==> src/rtl/muldiv_unit.sv <==
// Iterative multiply/divide unit with architectural HI/LO registers.
//
// MULT/MULTU/DIV/DIVU run for a fixed 33 cycles: 32 RUN iterations, then one
// FINISH cycle that writes HI/LO and pulses done. MTHI/MTLO write HI/LO in a
// single cycle. Requests arriving while busy are dropped.
//
// Ports:
//   clk      rising-edge clock
//   reset_n  asynchronous active-low reset
//   start    one-cycle request strobe
//   ALUCtrl  10001 MULT, 10010 MULTU, 10011 DIV, 10100 DIVU, 10101 MTHI, 10110 MTLO
//   a, b     rs / rt operands
//   busy     high while a MULT/DIV is in flight
//   done     one-cycle pulse when HI/LO receive a MULT/DIV result
//   hi, lo   HI and LO registers
`timescale 1ns/1ps
module muldiv_unit #(
    parameter int unsigned WIDTH = 32,
    parameter int unsigned ITER  = 32
) (
    input  logic             clk,
    input  logic             reset_n,
    input  logic             start,
    input  logic [4:0]       ALUCtrl,
    input  logic [WIDTH-1:0] a,
    input  logic [WIDTH-1:0] b,
    output logic             busy,
    output logic             done,
    output logic [WIDTH-1:0] hi,
    output logic [WIDTH-1:0] lo
);

    localparam int unsigned     CntW    = (ITER > 1) ? $clog2(ITER) : 1;
    localparam logic [CntW-1:0] CntLast = CntW'(ITER - 1);

    localparam logic [4:0] OpMult  = 5'b10001;
    localparam logic [4:0] OpMultu = 5'b10010;
    localparam logic [4:0] OpDiv   = 5'b10011;
    localparam logic [4:0] OpDivu  = 5'b10100;
    localparam logic [4:0] OpMthi  = 5'b10101;
    localparam logic [4:0] OpMtlo  = 5'b10110;

    typedef enum logic [1:0] {StIdle, StRun, StFinish} state_e;

    state_e             state_q, state_d;
    logic [CntW-1:0]    cnt_q, cnt_d;
    logic               is_div_q, is_div_d;
    logic               res_neg_q, res_neg_d;   // product / quotient needs negating
    logic               rem_neg_q, rem_neg_d;   // remainder needs negating
    logic [WIDTH-1:0]   opnd_q, opnd_d;         // multiplicand or divisor magnitude
    logic [2*WIDTH-1:0] acc_q, acc_d;           // product; low half is multiplier/quotient
    logic [WIDTH-1:0]   rem_q, rem_d;
    logic [WIDTH-1:0]   hi_q, hi_d;
    logic [WIDTH-1:0]   lo_q, lo_d;
    logic               done_q, done_d;

    // Request decode and operand magnitudes
    logic             is_mul_op, is_div_op, is_signed_op;
    logic             a_neg, b_neg;
    logic [WIDTH-1:0] mag_a, mag_b;

    assign is_mul_op    = (ALUCtrl == OpMult) || (ALUCtrl == OpMultu);
    assign is_div_op    = (ALUCtrl == OpDiv) || (ALUCtrl == OpDivu);
    assign is_signed_op = (ALUCtrl == OpMult) || (ALUCtrl == OpDiv);
    assign a_neg        = is_signed_op & a[WIDTH-1];
    assign b_neg        = is_signed_op & b[WIDTH-1];
    assign mag_a        = a_neg ? -a : a;
    assign mag_b        = b_neg ? -b : b;

    // One shift-add multiply step
    logic [WIDTH:0] mul_sum;
    assign mul_sum = {1'b0, acc_q[2*WIDTH-1:WIDTH]}
                   + (acc_q[0] ? {1'b0, opnd_q} : {(WIDTH+1){1'b0}});

    // One restoring-divide step on a 33-bit partial remainder
    logic [WIDTH:0]   div_shift;
    logic [WIDTH-1:0] div_diff;
    logic             div_fits;
    assign div_shift = {rem_q, acc_q[WIDTH-1]};
    assign div_fits  = div_shift >= {1'b0, opnd_q};
    // Only taken when it fits, so the result is below the divisor and the low bits suffice.
    assign div_diff  = div_shift[WIDTH-1:0] - opnd_q;

    // Sign correction applied in FINISH
    logic [2*WIDTH-1:0] prod_fix;
    logic [WIDTH-1:0]   quot_fix, rem_fix;
    assign prod_fix = res_neg_q ? -acc_q : acc_q;
    assign quot_fix = res_neg_q ? -acc_q[WIDTH-1:0] : acc_q[WIDTH-1:0];
    assign rem_fix  = rem_neg_q ? -rem_q : rem_q;

    always_comb begin
        state_d   = state_q;
        cnt_d     = cnt_q;
        is_div_d  = is_div_q;
        res_neg_d = res_neg_q;
        rem_neg_d = rem_neg_q;
        opnd_d    = opnd_q;
        acc_d     = acc_q;
        rem_d     = rem_q;
        hi_d      = hi_q;
        lo_d      = lo_q;
        done_d    = 1'b0;

        unique case (state_q)
            StIdle: begin
                if (start) begin
                    if (is_mul_op) begin
                        is_div_d  = 1'b0;
                        opnd_d    = mag_a;
                        acc_d     = {{WIDTH{1'b0}}, mag_b};
                        rem_d     = '0;
                        res_neg_d = a_neg ^ b_neg;
                        rem_neg_d = 1'b0;
                        cnt_d     = '0;
                        state_d   = StRun;
                    end else if (is_div_op) begin
                        is_div_d  = 1'b1;
                        opnd_d    = mag_b;
                        acc_d     = {{WIDTH{1'b0}}, mag_a};
                        rem_d     = '0;
                        // With b==0 the divider yields all-ones / |a|; suppressing the
                        // quotient sign keeps lo=FFFF..F and the remainder sign restores a.
                        res_neg_d = (a_neg ^ b_neg) & (|b);
                        rem_neg_d = a_neg;
                        cnt_d     = '0;
                        state_d   = StRun;
                    end else if (ALUCtrl == OpMthi) begin
                        hi_d = a;
                    end else if (ALUCtrl == OpMtlo) begin
                        lo_d = a;
                    end
                end
            end
            StRun: begin
                cnt_d = cnt_q + 1'b1;
                if (is_div_q) begin
                    rem_d = div_fits ? div_diff : div_shift[WIDTH-1:0];
                    acc_d = {acc_q[2*WIDTH-1:WIDTH], acc_q[WIDTH-2:0], div_fits};
                end else begin
                    acc_d = {mul_sum, acc_q[WIDTH-1:1]};
                end
                if (cnt_q == CntLast) begin
                    state_d = StFinish;
                end
            end
            StFinish: begin
                if (is_div_q) begin
                    hi_d = rem_fix;
                    lo_d = quot_fix;
                end else begin
                    hi_d = prod_fix[2*WIDTH-1:WIDTH];
                    lo_d = prod_fix[WIDTH-1:0];
                end
                done_d  = 1'b1;
                state_d = StIdle;
            end
            default: begin
                state_d = StIdle;
            end
        endcase
    end

    always_ff @(posedge clk or negedge reset_n) begin
        if (!reset_n) begin
            state_q   <= StIdle;
            cnt_q     <= '0;
            is_div_q  <= 1'b0;
            res_neg_q <= 1'b0;
            rem_neg_q <= 1'b0;
            opnd_q    <= '0;
            acc_q     <= '0;
            rem_q     <= '0;
            hi_q      <= '0;
            lo_q      <= '0;
            done_q    <= 1'b0;
        end else begin
            state_q   <= state_d;
            cnt_q     <= cnt_d;
            is_div_q  <= is_div_d;
            res_neg_q <= res_neg_d;
            rem_neg_q <= rem_neg_d;
            opnd_q    <= opnd_d;
            acc_q     <= acc_d;
            rem_q     <= rem_d;
            hi_q      <= hi_d;
            lo_q      <= lo_d;
            done_q    <= done_d;
        end
    end

    assign busy = (state_q != StIdle);
    assign done = done_q;
    assign hi   = hi_q;
    assign lo   = lo_q;

endmodule

==> config.mk <==
export PLATFORM = sky130hd
export DESIGN_NAME = muldiv_unit
export DESIGN_NICKNAME = d
export VERILOG_FILES = /design/src/rtl/muldiv_unit.sv
export SDC_FILE = /design/constraint.sdc
export NUM_CORES = 1
export LEC_CHECK = 0
export BUFFER_PORTS_ARGS = -buffer_cell sky130_fd_sc_hd__buf_2
export CAP_MARGIN = 20
export CORE_ASPECT_RATIO = 1.1
export CORE_MARGIN = 2
export CORE_UTILIZATION = 67
export CTS_CLUSTER_SIZE = 14
export DETAILED_ROUTE_END_ITERATION = 16
export PLACE_DENSITY = 0.88
export SLEW_MARGIN = 20
export SYNTH_ARGS = -nofsm -noshare
export SYNTH_HDL_FRONTEND = slang
export SYNTH_SLANG_ARGS = --single-unit
==> constraint.sdc <==
create_clock -name clk -period 6.8 [get_ports clk]
set_clock_uncertainty 0.1 [all_clocks]
set_input_delay 1.02 -clock clk [delete_from_list [all_inputs] [get_ports clk]]
set_output_delay 1.02 -clock clk [all_outputs]
set_load 0.02 [all_outputs]
==> run metrics <==
synth warn=0; highest net fanout along the worst path=26; category of the worst setup path launch point=flop; startpoint of the worst setup timing path=rem_q[2]$_DFFE_PN0P_; via count=between 15000 and 20000; share of post-route cells with drive strength above 1=0.1197; Post-route DRC=0; synthesized net count=2180; number of synthesized flops with an enable pin=0; Top FF cell, synth=sky130_fd_sc_hd__dfrtp_1; RSZ-0062 raised after global routing=false; post-CTS resize count=0; Power Total=9.059 mW; clock period minus final worst setup slack=~4.5 ns; via count of the first global-routing pass=15780; number of cells in the design after placement=about 2400; Remaining Overflow, GRT=0; CP max stage delay=0.74 ns; setup_tns=0 ns; number of cell rows=60; count of input and output buffers=137; internal portion of total power=~4.6 mW; number of clock buffers inserted by TritonCTS=23; area of all sequential standard cells=5082 sq um; clock tree sinks=203; Initial DRC Count=1868; required time of the worst setup path=7.14 ns; clock tree from TritonCTS=built; Syn Area/Cell=8.124 sq um; busiest grt layer=met2; proportion of power drawn by flip-flops and latches=0.263; maximum clock frequency=around 220 MHz; register-to-register path setup slack=approximately 2.3 ns; routed len/inst=23.62 microns; worst endpoint data arrival time=4.85 ns; area of the die=25960 sq um; number of fillers in the final layout=1803; per-cell via count in the routed design=6.881; global-route wire length before repair=88.59 mm; critical register-to-register path startpoint=rem_q[2]$_DFFE_PN0P_; Initial Util=0.6779; worst-case setup slack after placement=2.399 ns; met1 global-route usage=0.5240; share of total power in the clock network=0.143; number of non-filler instances in the completed layout=2423; maximum clock insertion buffer count=3; Synth async-reset ratio=1.000; Period Utilization, post-route=0.6619; met2 track demand over resource=0.6949; Die Height=~170 microns; nature of the critical path endpoint=flop; result of the run=finished clean; clock slew at reported path FFs=0.06 ns; hold violation total from the final report=0; GRT Total Usage=0.4362; fraction of met3 tracks used by global routing=0.09217; WL final=roughly 57 mm; post-CTS setup buffer count=0; number of distinct library cells after synthesis=80; most common cell after layout, fill and taps aside=sky130_fd_sc_hd__o21ai_0; worst path setup slack after routing=2.299 ns; post-route design area=roughly 18000 sq um; share of the yosys chip area belonging to registers=0.3071; FF+latch count, synth=approximately 200; kind of critical path=flop to flop; highest-count cells in the layout ignoring fill and taps=sky130_fd_sc_hd__o21ai_0, sky130_fd_sc_hd__nand2_1, sky130_fd_sc_hd__dfrtp_1, sky130_fd_sc_hd__a21oi_1, sky130_fd_sc_hd__nor2_1; source-to-sink clock delay at the later pin of the worst-skew pair=0.54 ns; pin count of the biggest net entering global routing=87; number of setup violations in the final report=0; router iterations before antenna repair=6; synthesized cell area=between 15000 and 20000 sq um; buffer cell driving the clock tree root=sky130_fd_sc_hd__clkbuf_16; final weighted congestion of routability-driven global placement=1.017; switching power=4.475 mW; H-Tree Depth=1; placed cell area=17320 sq um; HP Class=input pin to async pin; cell depth of the worst flop-to-flop path=11; Worst setup endpoint=rem_q[0]$_DFFE_PN0P_; power share of the combinational group=0.594; Core Area=roughly 24000 sq um; Static Leak=approximately 7.4 nW; Cell Pwr Density=roughly 500 nW/um^2; Post-CTS Hold Fix Bufs=0; VDD IR-drop max=368.2 uV; total area of multi-input combinational cells=10770 sq um; number of cells produced by synthesis=2036; Max Transition Viols Final=0; endpoint of the worst register-to-register path=rem_q[0]$_DFFE_PN0P_; initial antenna violation count=0; Layout Area Growth over Synthesis=9.387%; final antenna diode count=0; Slew @ Worst Pin=1.079 ns; Die X=~150 microns; Slowest cell on crit path=sky130_fd_sc_hd__o31ai_4; total half-perimeter wirelength after legalization and detailed placement=around 42 mm; Slew headroom=0.2740; IO Pins=138; crit path cell chain=ha_1, nand3_1, o21bai_1, a31oi_1, o21ai_1, a211oi_1, nor4_1, o31ai_4, buf_4, mux2_2, o21ai_0; final net count=roughly 2200; remaining antenna violation count after routing=0; max-cap violations=0; switching share of total power=0.4940
==> area by class of cell <==
| cell class | count | area share |
|---|---|---|
| clock buffers | 29 | 0.03416 |
| well taps | 310 | 0.02144 |
| inverters | 67 | 0.01390 |
| flip-flops and latches | 203 | 0.2809 |
| clock inverters | 12 | 0.008160 |
| multi-input cells | 1647 | 0.5954 |
| repair buffers | 155 | 0.04605 |
==> per-stage QoR <==
step / utilization / hold slack, ns
after floorplan: - / 0.3498
after global placement: 0.7098 / 0.3662
after detailed placement: 0.7098 / 0.3905
after CTS: 0.7412 / 0.3718
after global routing: 0.7416 / 0.3897
final: 0.7416 / 0.3532
==> kinds of logic after synthesis <==
family	after synthesis	synth area share
AND/OR/NAND/NOR	635	0.1837
AO/OA/AOI/OAI	610	0.2228
flip-flops	203	0.3071
XOR/XNOR	201	0.1064
buffers and inverters	186	0.04501
multiplexers	129	0.07958
adder cells (fa/ha/maj)	72	0.05537
==> power by group through the flow <==
| stage | logic (mW) | clock network, mW | registers (mW) |
|---|---|---|---|
| final | 5.38 | 1.30 | 2.38 |
| after global routing | 5.87 | 1.35 | 2.42 |
| after CTS | 5.24 | 1.29 | 2.34 |
| after detailed placement | 5.19 | 0 | 2.35 |
| after global placement | 5.03 | 0 | 2.32 |
| after floorplan | 3.91 | 0 | 2.22 |
==> critical path: cells and delay by family, from the launching register on <==
kind / cells / cell delay [ns]
AOI/OAI and AO/OA: 6 / 2.22
buffers and inverters: 1 / 0.49
DFF: 1 / 0.46
adders and majority gates: 1 / 0.40
muxes: 1 / 0.38
and+or+nand+nor: 2 / 0.36
==> cells in the mapped netlist, types with 3 or more instances <==
master,instances,area (sq um)
sky130_fd_sc_hd__o21ai_0,236,1181
sky130_fd_sc_hd__a21oi_1,139,695.7
sky130_fd_sc_hd__buf_1,17,63.81
sky130_fd_sc_hd__nand2b_1,20,125.1
sky130_fd_sc_hd__nand4_1,11,68.82
sky130_fd_sc_hd__nor3b_1,4,30.03
sky130_fd_sc_hd__a31oi_1,17,106.4
sky130_fd_sc_hd__or2_2,9,56.30
sky130_fd_sc_hd__mux2i_1,109,1091
sky130_fd_sc_hd__ha_1,70,875.8
sky130_fd_sc_hd__a211oi_1,15,112.6
sky130_fd_sc_hd__buf_6,3,33.78
sky130_fd_sc_hd__and3_1,11,68.82
sky130_fd_sc_hd__nand3_1,93,465.5
sky130_fd_sc_hd__clkbuf_1,88,330.3
sky130_fd_sc_hd__nor4_1,15,93.84
sky130_fd_sc_hd__inv_1,66,247.7
sky130_fd_sc_hd__or4_4,5,56.30
sky130_fd_sc_hd__a222oi_1,7,70.07
sky130_fd_sc_hd__o21a_1,15,112.6
sky130_fd_sc_hd__xor2_1,88,770.7
sky130_fd_sc_hd__buf_2,8,40.04
sky130_fd_sc_hd__a21o_1,26,195.2
sky130_fd_sc_hd__and2_1,11,68.82
sky130_fd_sc_hd__or3_1,16,100.1
sky130_fd_sc_hd__o311ai_0,3,26.28
sky130_fd_sc_hd__and4_1,3,26.28
sky130_fd_sc_hd__mux2_2,20,225.2
sky130_fd_sc_hd__dfrtp_1,203,5080
sky130_fd_sc_hd__nor2b_1,15,93.84
sky130_fd_sc_hd__nor2_1,139,521.8
sky130_fd_sc_hd__nor3_1,31,155.2
sky130_fd_sc_hd__nand2_1,220,825.8
sky130_fd_sc_hd__or4_1,16,120.1
sky130_fd_sc_hd__a22o_1,6,52.55
sky130_fd_sc_hd__o41ai_1,13,113.9
sky130_fd_sc_hd__o21bai_1,8,60.06
sky130_fd_sc_hd__xnor2_1,113,989.7
sky130_fd_sc_hd__o22ai_1,15,93.84
sky130_fd_sc_hd__a2111oi_0,3,26.28
sky130_fd_sc_hd__o31ai_1,45,337.8
sky130_fd_sc_hd__o31a_1,3,26.28
sky130_fd_sc_hd__o211ai_1,35,262.8
==> layer usage <==
metal  wire length (microns)  up-vias
met5                       0        -
met2                   25630     1088
li1                        -     7442
met3                    6067      272
met4                    4950        0
met1                   20580     7870
==> state kept, by name, indices dropped and copies added, names as in the netlist <==
name       count
acc_q         64
hi            32
lo            32
opnd_q        32
rem_q         32
cnt_q          5
state_q        2
done           1
is_div_q       1
rem_neg_q      1
res_neg_q      1
==> worst min path at each step <==
stage | startpoint | end | slack (ns) | cells past startpoint
final | reset_n | cnt_q[4]$_DFFE_PN0P_ | 0.35 | 1
after CTS | reset_n | cnt_q[2]$_DFFE_PN0P_ | 0.37 | 1
after detailed placement | opnd_q[10]$_DFFE_PN0P_ | opnd_q[10]$_DFFE_PN0P_ | 0.39 | 2
after floorplan | opnd_q[10]$_DFFE_PN0P_ | opnd_q[10]$_DFFE_PN0P_ | 0.35 | 2
after global placement | opnd_q[10]$_DFFE_PN0P_ | opnd_q[10]$_DFFE_PN0P_ | 0.37 | 2
after global routing | reset_n | cnt_q[2]$_DFFE_PN0P_ | 0.39 | 1
Note: power is estimated with default switching activity, not from simulation.
